--- config.mk ---
export PLATFORM = sky130hd
export DESIGN_NAME = imm_encoder_loader_flat
export DESIGN_NICKNAME = d
export VERILOG_FILES = /design/src/rtl/imm_pkg.sv /design/src/rtl/imm_encoder_loader_if.sv /design/src/rtl/imm_scatter.sv /design/src/rtl/imm_encoder_loader.sv /design/src/flat_wrapper.sv
export SDC_FILE = /design/constraint.sdc
export NUM_CORES = 1
export LEC_CHECK = 0
export BUFFER_PORTS_ARGS = -buffer_cell sky130_fd_sc_hd__buf_2
export CAP_MARGIN = 10
export CORE_ASPECT_RATIO = 0.8
export CORE_MARGIN = 10
export CORE_UTILIZATION = 56
export DETAILED_ROUTE_END_ITERATION = 16
export PLACE_DENSITY_LB_ADDON = 0.25
export SYNTH_ARGS = -nofsm -noshare
export SYNTH_HDL_FRONTEND = slang
export SYNTH_HIERARCHICAL = 1
export SYNTH_SLANG_ARGS = --single-unit
export TNS_END_PERCENT = 20
--- constraint.sdc ---
create_clock -name clk -period 3.1 [get_ports clk]
set_input_delay 0.465 -clock clk [delete_from_list [all_inputs] [get_ports clk]]
set_output_delay 0.465 -clock clk [all_outputs]
set_load 0.05 [all_outputs]
--- src/rtl/imm_pkg.sv ---
`default_nettype none
// ============================================================================
//  Module   : imm_pkg
//  Purpose  : Shared types and field constants for the immediate encoder.
//  Revision : 1.0  initial release
// ============================================================================
package imm_pkg;

    // Codes match the decoder's imm_control encoding; 110/111 are reserved
    typedef enum logic [2:0] {
        FMT_I   = 3'b000,
        FMT_S   = 3'b001,
        FMT_U   = 3'b010,
        FMT_B   = 3'b011,
        FMT_J   = 3'b100,
        FMT_CSR = 3'b101
    } imm_fmt_e;

    typedef enum logic [1:0] {
        ST_IDLE  = 2'd0,
        ST_RUN   = 2'd1,
        ST_DRAIN = 2'd2,
        ST_DONE  = 2'd3
    } state_e;

    // Instruction bit positions owned by each immediate format
    localparam logic [31:0] C_MASK_I = 32'hFFF0_0000;
    localparam logic [31:0] C_MASK_S = 32'hFE00_0F80;
    localparam logic [31:0] C_MASK_U = 32'hFFFF_F000;
    localparam logic [31:0] C_MASK_B = 32'hFE00_0F80;
    localparam logic [31:0] C_MASK_J = 32'hFFFF_F000;

    // Bits [31:msb] that must all match for a value to fit signed in msb+1 bits
    localparam logic [31:0] C_SEXT_12 = 32'hFFFF_F800;
    localparam logic [31:0] C_SEXT_13 = 32'hFFFF_F000;
    localparam logic [31:0] C_SEXT_21 = 32'hFFF0_0000;

    function automatic logic fits_signed(input logic [31:0] v, input logic [31:0] m);
        return ((v & m) == 32'd0) || ((v & m) == m);
    endfunction

endpackage
`default_nettype wire

--- src/rtl/imm_encoder_loader_if.sv ---
`default_nettype none
// ============================================================================
//  Module   : imm_encoder_loader_if
//  Purpose  : Input-word and memory-write handshake bundle for the loader.
//  Revision : 1.0  initial release
// ============================================================================
interface imm_encoder_loader_if #(
    parameter int ADDR_W = 32
);
    logic              in_valid;
    logic              in_ready;
    logic [31:0]       in_base;
    logic [31:0]       in_imm;
    logic [2:0]        in_fmt;
    logic              in_last;
    logic              out_valid;
    logic              out_ready;
    logic [31:0]       out_instr;
    logic [ADDR_W-1:0] out_addr;

    modport master (
        output in_valid, in_base, in_imm, in_fmt, in_last, out_ready,
        input  in_ready, out_valid, out_instr, out_addr
    );

    modport slave (
        input  in_valid, in_base, in_imm, in_fmt, in_last, out_ready,
        output in_ready, out_valid, out_instr, out_addr
    );
endinterface
`default_nettype wire

--- src/rtl/imm_scatter.sv ---
`default_nettype none
// ============================================================================
//  Module   : imm_scatter
//  Purpose  : Combinational immediate range check and bit scatter into a word.
//  Revision : 1.0  initial release
// ============================================================================
module imm_scatter
    import imm_pkg::*;
(
    input  wire logic [31:0] in_base,
    input  wire logic [31:0] in_imm,
    input  wire logic [2:0]  in_fmt,
    output logic      [31:0] encoded,
    output logic             range_ok
);

    always_comb begin
        encoded  = in_base;
        range_ok = 1'b0;
        case (in_fmt)
            FMT_I: begin
                encoded  = (in_base & ~C_MASK_I) | {in_imm[11:0], 20'd0};
                range_ok = fits_signed(in_imm, C_SEXT_12);
            end
            FMT_CSR: begin
                encoded  = (in_base & ~C_MASK_I) | {in_imm[11:0], 20'd0};
                range_ok = (in_imm[31:12] == 20'd0);
            end
            FMT_S: begin
                encoded  = (in_base & ~C_MASK_S)
                         | {in_imm[11:5], 13'd0, in_imm[4:0], 7'd0};
                range_ok = fits_signed(in_imm, C_SEXT_12);
            end
            FMT_U: begin
                encoded  = (in_base & ~C_MASK_U) | {in_imm[31:12], 12'd0};
                range_ok = (in_imm[11:0] == 12'd0);
            end
            FMT_B: begin
                encoded  = (in_base & ~C_MASK_B)
                         | {in_imm[12], in_imm[10:5], 13'd0, in_imm[4:1], in_imm[11], 7'd0};
                range_ok = fits_signed(in_imm, C_SEXT_13) && !in_imm[0];
            end
            FMT_J: begin
                encoded  = (in_base & ~C_MASK_J)
                         | {in_imm[20], in_imm[10:1], in_imm[11], in_imm[19:12], 12'd0};
                range_ok = fits_signed(in_imm, C_SEXT_21) && !in_imm[0];
            end
            default: begin
                encoded  = in_base;
                range_ok = 1'b0;
            end
        endcase
    end

endmodule
`default_nettype wire

--- src/rtl/imm_encoder_loader.sv ---
`default_nettype none
// ============================================================================
//  Module   : imm_encoder_loader
//  Purpose  : Encodes immediates into instruction words and streams them to
//             instruction memory with sequencing, backpressure and status.
//  Revision : 1.0  initial release
// ============================================================================
module imm_encoder_loader
    import imm_pkg::*;
#(
    parameter int ADDR_W    = 32,
    parameter int MAX_WORDS = 256
) (
    input  wire logic              clk,
    input  wire logic              rst_n,
    input  wire logic              start,
    input  wire logic [ADDR_W-1:0] base_addr,
    imm_encoder_loader_if.slave    bus,
    output logic                   busy,
    output logic                   done,
    output logic                   err,
    output logic      [7:0]        err_count
);

    localparam int CNT_W = $clog2(MAX_WORDS + 1);

    state_e            r_state;
    state_e            w_state_nxt;
    logic [ADDR_W-1:0] r_addr_cnt;
    logic [CNT_W-1:0]  r_word_cnt;
    logic              r_out_valid;
    logic [31:0]       r_out_instr;
    logic [ADDR_W-1:0] r_out_addr;
    logic              r_err;
    logic [7:0]        r_err_count;

    logic              w_in_ready;
    logic              w_accept;
    logic              w_start_ok;
    logic              w_final;
    logic [31:0]       w_encoded;
    logic              w_range_ok;

    imm_scatter u_scatter (
        .in_base  (bus.in_base),
        .in_imm   (bus.in_imm),
        .in_fmt   (bus.in_fmt),
        .encoded  (w_encoded),
        .range_ok (w_range_ok)
    );

    assign w_in_ready = (r_state == ST_RUN) && (!r_out_valid || bus.out_ready);
    assign w_accept   = bus.in_valid && w_in_ready;
    assign w_start_ok = start && ((r_state == ST_IDLE) || (r_state == ST_DONE));
    // The accept that brings the word count up to MAX_WORDS closes the program
    assign w_final    = bus.in_last || (r_word_cnt == CNT_W'(MAX_WORDS - 1));

    always_ff @(posedge clk or negedge rst_n) begin
        if (!rst_n) r_state <= ST_IDLE;
        else        r_state <= w_state_nxt;
    end

    always_comb begin
        w_state_nxt = r_state;
        case (r_state)
            ST_IDLE:  if (start) w_state_nxt = ST_RUN;
            ST_RUN:   if (w_accept && w_final) w_state_nxt = ST_DRAIN;
            ST_DRAIN: if (!r_out_valid || bus.out_ready) w_state_nxt = ST_DONE;
            ST_DONE:  if (start) w_state_nxt = ST_RUN;
            default:  w_state_nxt = ST_IDLE;
        endcase
    end

    always_ff @(posedge clk or negedge rst_n) begin
        if (!rst_n) begin
            r_addr_cnt  <= '0;
            r_word_cnt  <= '0;
            r_out_valid <= 1'b0;
            r_out_instr <= 32'd0;
            r_out_addr  <= '0;
            r_err       <= 1'b0;
            r_err_count <= 8'd0;
        end else begin
            if (w_start_ok) begin
                r_addr_cnt  <= {base_addr[ADDR_W-1:2], 2'b00};
                r_word_cnt  <= '0;
                r_err       <= 1'b0;
                r_err_count <= 8'd0;
            end

            if (w_accept && w_range_ok) begin
                r_out_valid <= 1'b1;
                r_out_instr <= w_encoded;
                r_out_addr  <= r_addr_cnt;
            end else if (bus.out_ready) begin
                r_out_valid <= 1'b0;
            end

            if (w_accept) begin
                r_word_cnt <= r_word_cnt + CNT_W'(1);
                if (w_range_ok) begin
                    r_addr_cnt <= r_addr_cnt + ADDR_W'(4);
                end else begin
                    r_err <= 1'b1;
                    if (r_err_count != 8'hFF) r_err_count <= r_err_count + 8'd1;
                end
            end
        end
    end

    assign bus.in_ready  = w_in_ready;
    assign bus.out_valid = r_out_valid;
    assign bus.out_instr = r_out_instr;
    assign bus.out_addr  = r_out_addr;
    assign busy          = (r_state == ST_RUN) || (r_state == ST_DRAIN);
    assign done          = (r_state == ST_DONE);
    assign err           = r_err;
    assign err_count     = r_err_count;

endmodule
`default_nettype wire

--- src/flat_wrapper.sv ---
// flat-port wrapper written by rule: the top's interface ports become plain ports
module imm_encoder_loader_flat import imm_pkg::*;
#(
    parameter int ADDR_W    = 32,
    parameter int MAX_WORDS = 256
)
  (clk, rst_n, start, base_addr, busy, done, err, err_count, bus_in_valid, bus_in_base, bus_in_imm, bus_in_fmt, bus_in_last, bus_out_ready, bus_in_ready, bus_out_valid, bus_out_instr, bus_out_addr);
  imm_encoder_loader_if #(.ADDR_W(ADDR_W)) bus_i ();
  input  wire logic clk;
  input  wire logic rst_n;
  input  wire logic start;
  input  wire logic [ADDR_W-1:0] base_addr;
  output logic busy;
  output logic done;
  output logic err;
  output logic      [7:0] err_count;
  input wire logic [$bits(bus_i.in_valid)-1:0] bus_in_valid;
  input wire logic [$bits(bus_i.in_base)-1:0] bus_in_base;
  input wire logic [$bits(bus_i.in_imm)-1:0] bus_in_imm;
  input wire logic [$bits(bus_i.in_fmt)-1:0] bus_in_fmt;
  input wire logic [$bits(bus_i.in_last)-1:0] bus_in_last;
  input wire logic [$bits(bus_i.out_ready)-1:0] bus_out_ready;
  output wire logic [$bits(bus_i.in_ready)-1:0] bus_in_ready;
  output wire logic [$bits(bus_i.out_valid)-1:0] bus_out_valid;
  output wire logic [$bits(bus_i.out_instr)-1:0] bus_out_instr;
  output wire logic [$bits(bus_i.out_addr)-1:0] bus_out_addr;
  assign bus_i.in_valid = bus_in_valid;
  assign bus_i.in_base = bus_in_base;
  assign bus_i.in_imm = bus_in_imm;
  assign bus_i.in_fmt = bus_in_fmt;
  assign bus_i.in_last = bus_in_last;
  assign bus_i.out_ready = bus_out_ready;
  assign bus_in_ready = bus_i.in_ready;
  assign bus_out_valid = bus_i.out_valid;
  assign bus_out_instr = bus_i.out_instr;
  assign bus_out_addr = bus_i.out_addr;
  imm_encoder_loader #(.ADDR_W(ADDR_W), .MAX_WORDS(MAX_WORDS)) u_core (.clk(clk), .rst_n(rst_n), .start(start), .base_addr(base_addr), .bus(bus_i), .busy(busy), .done(done), .err(err), .err_count(err_count));
endmodule
## Word level (Yosys, flattened, before mapping)

Index checks and enable logic that the tools add are counted.
Widths: inputs -> output; s select.

| word-level totals | value |
|---|---|
| bits of input ports | 105 |
| flip-flop bits (word level) | 117 |
| output and inout bits | 77 |
| word-level logic and storage cells | 81 |

| cells by class | value |
|---|---|
| add/sub/neg operators | 3 |
| muxes and demuxes | 20 |
| equality and inequality tests | 16 |
| bitwise logic cells | 5 |
| reductions and logical operators | 29 |

Operators by type and width:

| kind | count |
|---|---|
| $pmux 32 s5 | 1 |
| $logic_not 32->1 | 3 |
| $mux 32 | 3 |
| $or 12x32->32 | 2 |
| $or 25x32->32 | 2 |
| $add 32x3->32 const B | 1 |
| $mux 8 | 4 |
| $or 20x32->32 | 1 |
| $eq 21x21->1 const B | 1 |
| $eq 20x20->1 const B | 1 |
| $logic_not 20->1 | 1 |
| $mux 9 | 2 |
| $eq 12x12->1 const B | 1 |
| $logic_not 12->1 | 1 |
| $add 9x1->9 const B | 1 |
| $eq 9x8->1 const B | 1 |
| $add 8x1->8 const B | 1 |
| $ne 8x8->1 const B | 1 |
| $logic_and 1x1->1 | 7 |
| $logic_or 1x1->1 | 7 |
| $eq 3x2->1 const B | 2 |
| $eq 3x3->1 const B | 2 |
| $mux 2 | 3 |
| $pmux 2 s3 | 1 |
| 13 further kinds | 23 |

## Logic depth before layout (Yosys ltp)

| logic depth | value |
|---|---|
| word-level depth | 7 |
| mapped depth | 11 |
| depth with buffers taken out | 9 |

## Hierarchy

Netlist, hierarchy kept.

By module, submodules not included:

| module | times used | area each (µm²) | cells each |
|---|---|---|---|
| imm_encoder_loader | 1 | 5,371.4 | 608 |
| imm_scatter | 1 | 802.0 | 121 |

## Worst setup path before layout

OpenSTA, ideal clock, no wires.

| path | value |
|---|---|
| path type | input to register |
| from | input bus_in_imm[23] |
| to | register u_core.r_addr_cnt[27] |
| data required time | 2.975 ns |
| cell stages on the path | 10 |
| setup time | 0.125 ns |
| data arrival time | 2.369 ns |
| slack | 0.606 ns |
| buffers on the path | 1 |
| path through | nor4_1 nand3_1 o41ai_1 a2111o_1 inv_1 nor3_4 buf_4 nand2_1 o32ai_1 nor2_1 |

| on the way | value |
|---|---|
| longest elaborated chain between the ends | 6 |
| elaborated cells between the ends (all ways) | 15 |

RTL lines:

| item | line | text |
|---|---|---|
| start: declaration | flat_wrapper.sv:19 | `input wire logic [$bits(bus_i.in_imm)-1:0] bus_in_imm;` |
| $eq 20x20->1, or another cell as far along | imm_pkg.sv:39 | `return ((v & m) == 32'd0) \|\| ((v & m) == m);` |
| $logic_or 1x1->1 | imm_pkg.sv:39 |  |
| $logic_and 1x1->1, on equally long branches | imm_scatter.sv:41, imm_scatter.sv:46 |  |
| $pmux 1 s5 * | imm_scatter.sv:20 | `case (in_fmt)` |
| via u_core.w_range_ok | imm_encoder_loader.sv:42 | `logic w_range_ok;` |
| $mux 32 * | imm_encoder_loader.sv:101 | `if (w_range_ok) begin` |
| $mux 32 * | imm_encoder_loader.sv:99 | `if (w_accept) begin` |
| end signal: assignment | imm_encoder_loader.sv:85 | `r_addr_cnt <= {base_addr[ADDR_W-1:2], 2'b00};` |
| end signal: assignment | imm_encoder_loader.sv:102 | `r_addr_cnt <= r_addr_cnt + ADDR_W'(4);` |
| end: declaration | imm_encoder_loader.sv:29 | `logic [ADDR_W-1:0] r_addr_cnt;` |

The timed path passes the listed nets; every way through them passes the cells marked *.
A chain may end at the register's enable or synchronous reset.

## Worst setup path after layout

| path | value |
|---|---|
| from | input bus_in_imm[16] |
| to | register u_core.r_addr_cnt[19] |

| on the way | value |
|---|---|
| longest elaborated chain between the ends | 6 |
| elaborated cells between the ends (all ways) | 11 |

RTL lines:

| item | line | text |
|---|---|---|
| $eq 20x20->1 or $logic_not 32->1 (tied branches) | imm_pkg.sv:39 |  |
| $logic_or 1x1->1 | imm_pkg.sv:39 |  |
| $logic_and 1x1->1 | imm_scatter.sv:41 | `range_ok = fits_signed(in_imm, C_SEXT_13) && !in_imm[0];` |
| $pmux 1 s5 * | imm_scatter.sv:20 |  |
| via u_core.w_range_ok | imm_encoder_loader.sv:42 |  |
| $mux 32 * | imm_encoder_loader.sv:101 |  |
| $mux 32 * | imm_encoder_loader.sv:99 |  |

Marked as above.

==> impl_metrics.yaml <==
pwr:
  seqPwrFrac_pct: 38.1
  power.leakage_uw: 0.00413
  power_frac_comb_pct: 26.3
  swShare_pct: 35.2
  max-vdd-ir-drop_mv: 0.606
  intPower_uw: 3540
  clkPwrFrac_pct: 35.6
  switching_power_uw: 1920
  powerDensity_mw_per_mm2: 698
setup_path:
  setup.worst_path.end: "u_core/r_addr_cnt[19]"
  critical_path_required_ns: 3.38
  endpoint_kind: "flop"
  rr_endpoint: "u_core/r_addr_cnt[7]"
  cp_slowest_stage_delay_ns: 0.46
  path_cells: "buf_2, nor4_1, nand2_1, o41ai_1, a2111o_1, inv_1, nor3_4, buf_12, nand3_1, o211ai_1, o311ai_1"
  worst_path_max_delay_cell: "nor4_1"
  crit_path_start_kind: "input pin"
  critical_path.startpoint: "bus_in_imm[16]"
  worst_ep_arrival_time_ns: 2.90
  cp_max_fo: 50
  worstSetupPathType: "input pin to flop"
  r2r_start: "u_core/r_state[0]"
  worst_r2r_path_depth: 7
  worst-r2r-setup-slack_ns: 0.94
place:
  place_hpwl_um: 13600
  place_ws_ns: 0.0971
  numPortBuffers: 179
  gp_congestion: 0.952
yosys:
  yosysTopAreaCellShare_pct: 47.4
  ys_warn_count: 6
  yosysTopAreaCell: "dfrtp_1"
  async_reset_ff_share_pct: 100
  ys_seq_area_share_pct: 47.4
  syn_area_per_cell_um2: 8.47
  synth_seq_cells: 117
  synth_enable_flop_cells: 0
  syn_nets: 841
  syn_area_mm2: 0.00617
  synth.most_common_cell: "nand2_1"
  yosysUniqueCellTypes: 63
  synthTopCellsByArea: "dfrtp_1 (47%), nand2_1 (16%), o21ai_0 (2.6%), nor2_1 (2.4%), a22o_1 (2.3%)"
  synth_commonest_cells: "nand2_1 (256), dfrtp_1 (117), nor2_1 (40)"
  synth_flop_cell: "dfrtp_1"
  synthCells: 729
route:
  drt_iter0_markers: 657
  vias_per_cell: 5.80
  wl_per_cell_um: 17.5
  route.detailed.drc: 0
  via_count: 6147
  ant_nets: 0
  drt-total-wl_um: 18600
  dr.pass1.iters: 6
timing:
  rsz0062_at_grt: "false"
  setup_violations: 0
  skew_ns: 0.00774
  slew_headroom_pct: 45.5
  tns_ns: 0
  max_freq_mhz: 382
  timing.final.ws_setup_ns: 0.479
  fin_crit_ns: 2.62
  tightest_slew_ns: 0.816
  min_period_over_period_pct: 84.6
  slew_violations: 0
  hold_viol: 0
clock_network:
  clock_latency_ns: 0.41
  cts_made_buffers: 17
  clockRootBuffer: "clkbuf_16"
  cts_sinks: 117
  ctsHoldBuffers: 0
  cts_resized: 0
  clk_pin_slew_worst_paths_ns: 0.05
  cts_setup_buffers: 0
  htreeDepth: 4
  clock_path_buffers: 2
  cts_tree: "done"
outcome:
  status: "finished, final reports clean"
global_route:
  grt_pass1_wl_um: 30500
  grt_max_degree: 118
  grt_pass1_vias: 6133
  met3_usage_pct: 5.67
  antenna_found_initial: 0
  use_met1_pct: 31.2
  grt_use_total_pct: 23.9
  grt_overflow: 0
  use_met2_pct: 37.9
  busiest_layer: "met2"
floorplan:
  core_area_mm2: 0.0108
  die_w_um: 137
  rows: 34
  initial_core_util_pct: 57.1
  die_h_um: 114
  pin_count: 182
  dieArea_mm2: 0.0157
cells_and_area:
  drive_gt1_share_pct: 27.7
  syn2layout_area_growth_pct: 26.7
  num_antenna_cells: 0
  finalNetCount: 1014
flow_run:
  maxCapViolations: 0
worst_hold_path:
  hp-class: "input pin to async pin"
## worst min path at each step
| stage | from | endpoint | slack (ns) | cells past startpoint |
|---|---|---|---|---|
| finish | rst_n | u_core/r_state[0] | 0.09 | 2 |
| global route | rst_n | u_core/r_state[1] | 0.17 | 2 |
| floorplan | rst_n | u_core/bus.out_addr[0] | 0.17 | 0 |
| global placement | u_core/r_addr_cnt[1] | u_core/bus.out_addr[1] | 0.44 | 2 |
| CTS | rst_n | u_core/bus.out_instr[10] | 0.16 | 2 |
| detailed placement | u_core/r_addr_cnt[1] | u_core/bus.out_addr[1] | 0.46 | 2 |
## flip-flops by register name, summed over array words and instances (netlist names)
register,flops
u_core/r_state,2
u_core/r_addr_cnt,32
u_core/r_word_cnt,9
u_core/bus.out_instr,32
u_core/bus.out_valid,1
u_core/err_count,8
u_core/bus.out_addr,32
u_core/err,1
## layer usage
| metal | routed length (um) | share of wire, % |
|---|---|---|
| met5 | 0 | 0 |
| met4 | 393 | 2.1 |
| met3 | 1400 | 7.6 |
| met2 | 9010 | 49 |
| met1 | 7750 | 42 |
## cell type report
class / instances / area (um2)
Inverter: 11 / 41.3
Fill cell: 825 / 2990
Multi-Input combinational cell: 558 / 3000
Tap cell: 144 / 180
Timing Repair Buffer: 197 / 1070
Clock inverter: 12 / 129
Clock buffer: 20 / 467
Sequential cell: 117 / 2930
## power groups by stage
| stage | combinational, uW | clock (uW) | sequential, uW |
|---|---|---|---|
| 2_1_floorplan | 947 | 0 | 2070 |
| 3_3_place_gp | 1360 | 0 | 2060 |
| 3_5_place_dp | 1420 | 0 | 2090 |
| 4_1_cts | 1430 | 1960 | 2070 |
| 5_1_grt | 1610 | 2040 | 2120 |
| 6_report | 1440 | 1940 | 2080 |
## kinds of logic (layout without fill, tap and decap cells)
kind of cell,Yosys count,after routing,share of synthesized area [%]
AO/OA/AOI/OAI,136,136,14.9
XOR/XNOR,1,1,0.142
adder cells (fa/ha/maj),7,7,1.42
buffers and inverters,54,240,4.13
flip-flops,117,117,47.4
multiplexers,17,17,3.41
AND/OR/NAND/NOR,397,397,28.6
## per-stage QoR
step	total power [uW]	cell area [um2]	std cells	hold slack [ns]	utilization (%)
2_1_floorplan	3020	6170	729	0.169	-
3_3_place_gp	3420	7220	1027	0.445	66.8
3_5_place_dp	3510	7220	1027	0.456	66.8
4_1_cts	5460	7820	1059	0.163	72.4
5_1_grt	5760	7820	1059	0.166	72.4
6_report	5460	7820	1059	0.0873	72.4
## cells in the final DEF (no fill, tap or decap), types with 11 or more instances in the layout
| cell type | n |
|---|---|
| a21oi_1 | 25 |
| a22o_1 | 16 |
| buf_2 | 178 |
| buf_4 | 16 |
| clkbuf_16 | 17 |
| dfrtp_1 | 117 |
| inv_1 | 11 |
| nand2_1 | 256 |
| nand3_1 | 23 |
| nand4_1 | 14 |
| nor2_1 | 40 |
| o21ai_0 | 32 |
## critical path, delay by kind of cell
kind / cells / cell delay [ns]
buffers and inverters: 3 / 0.51
AO/OA/AOI/OAI: 4 / 0.92
AND/OR/NAND/NOR: 4 / 1.01
Power figures use the tool's default switching activity.
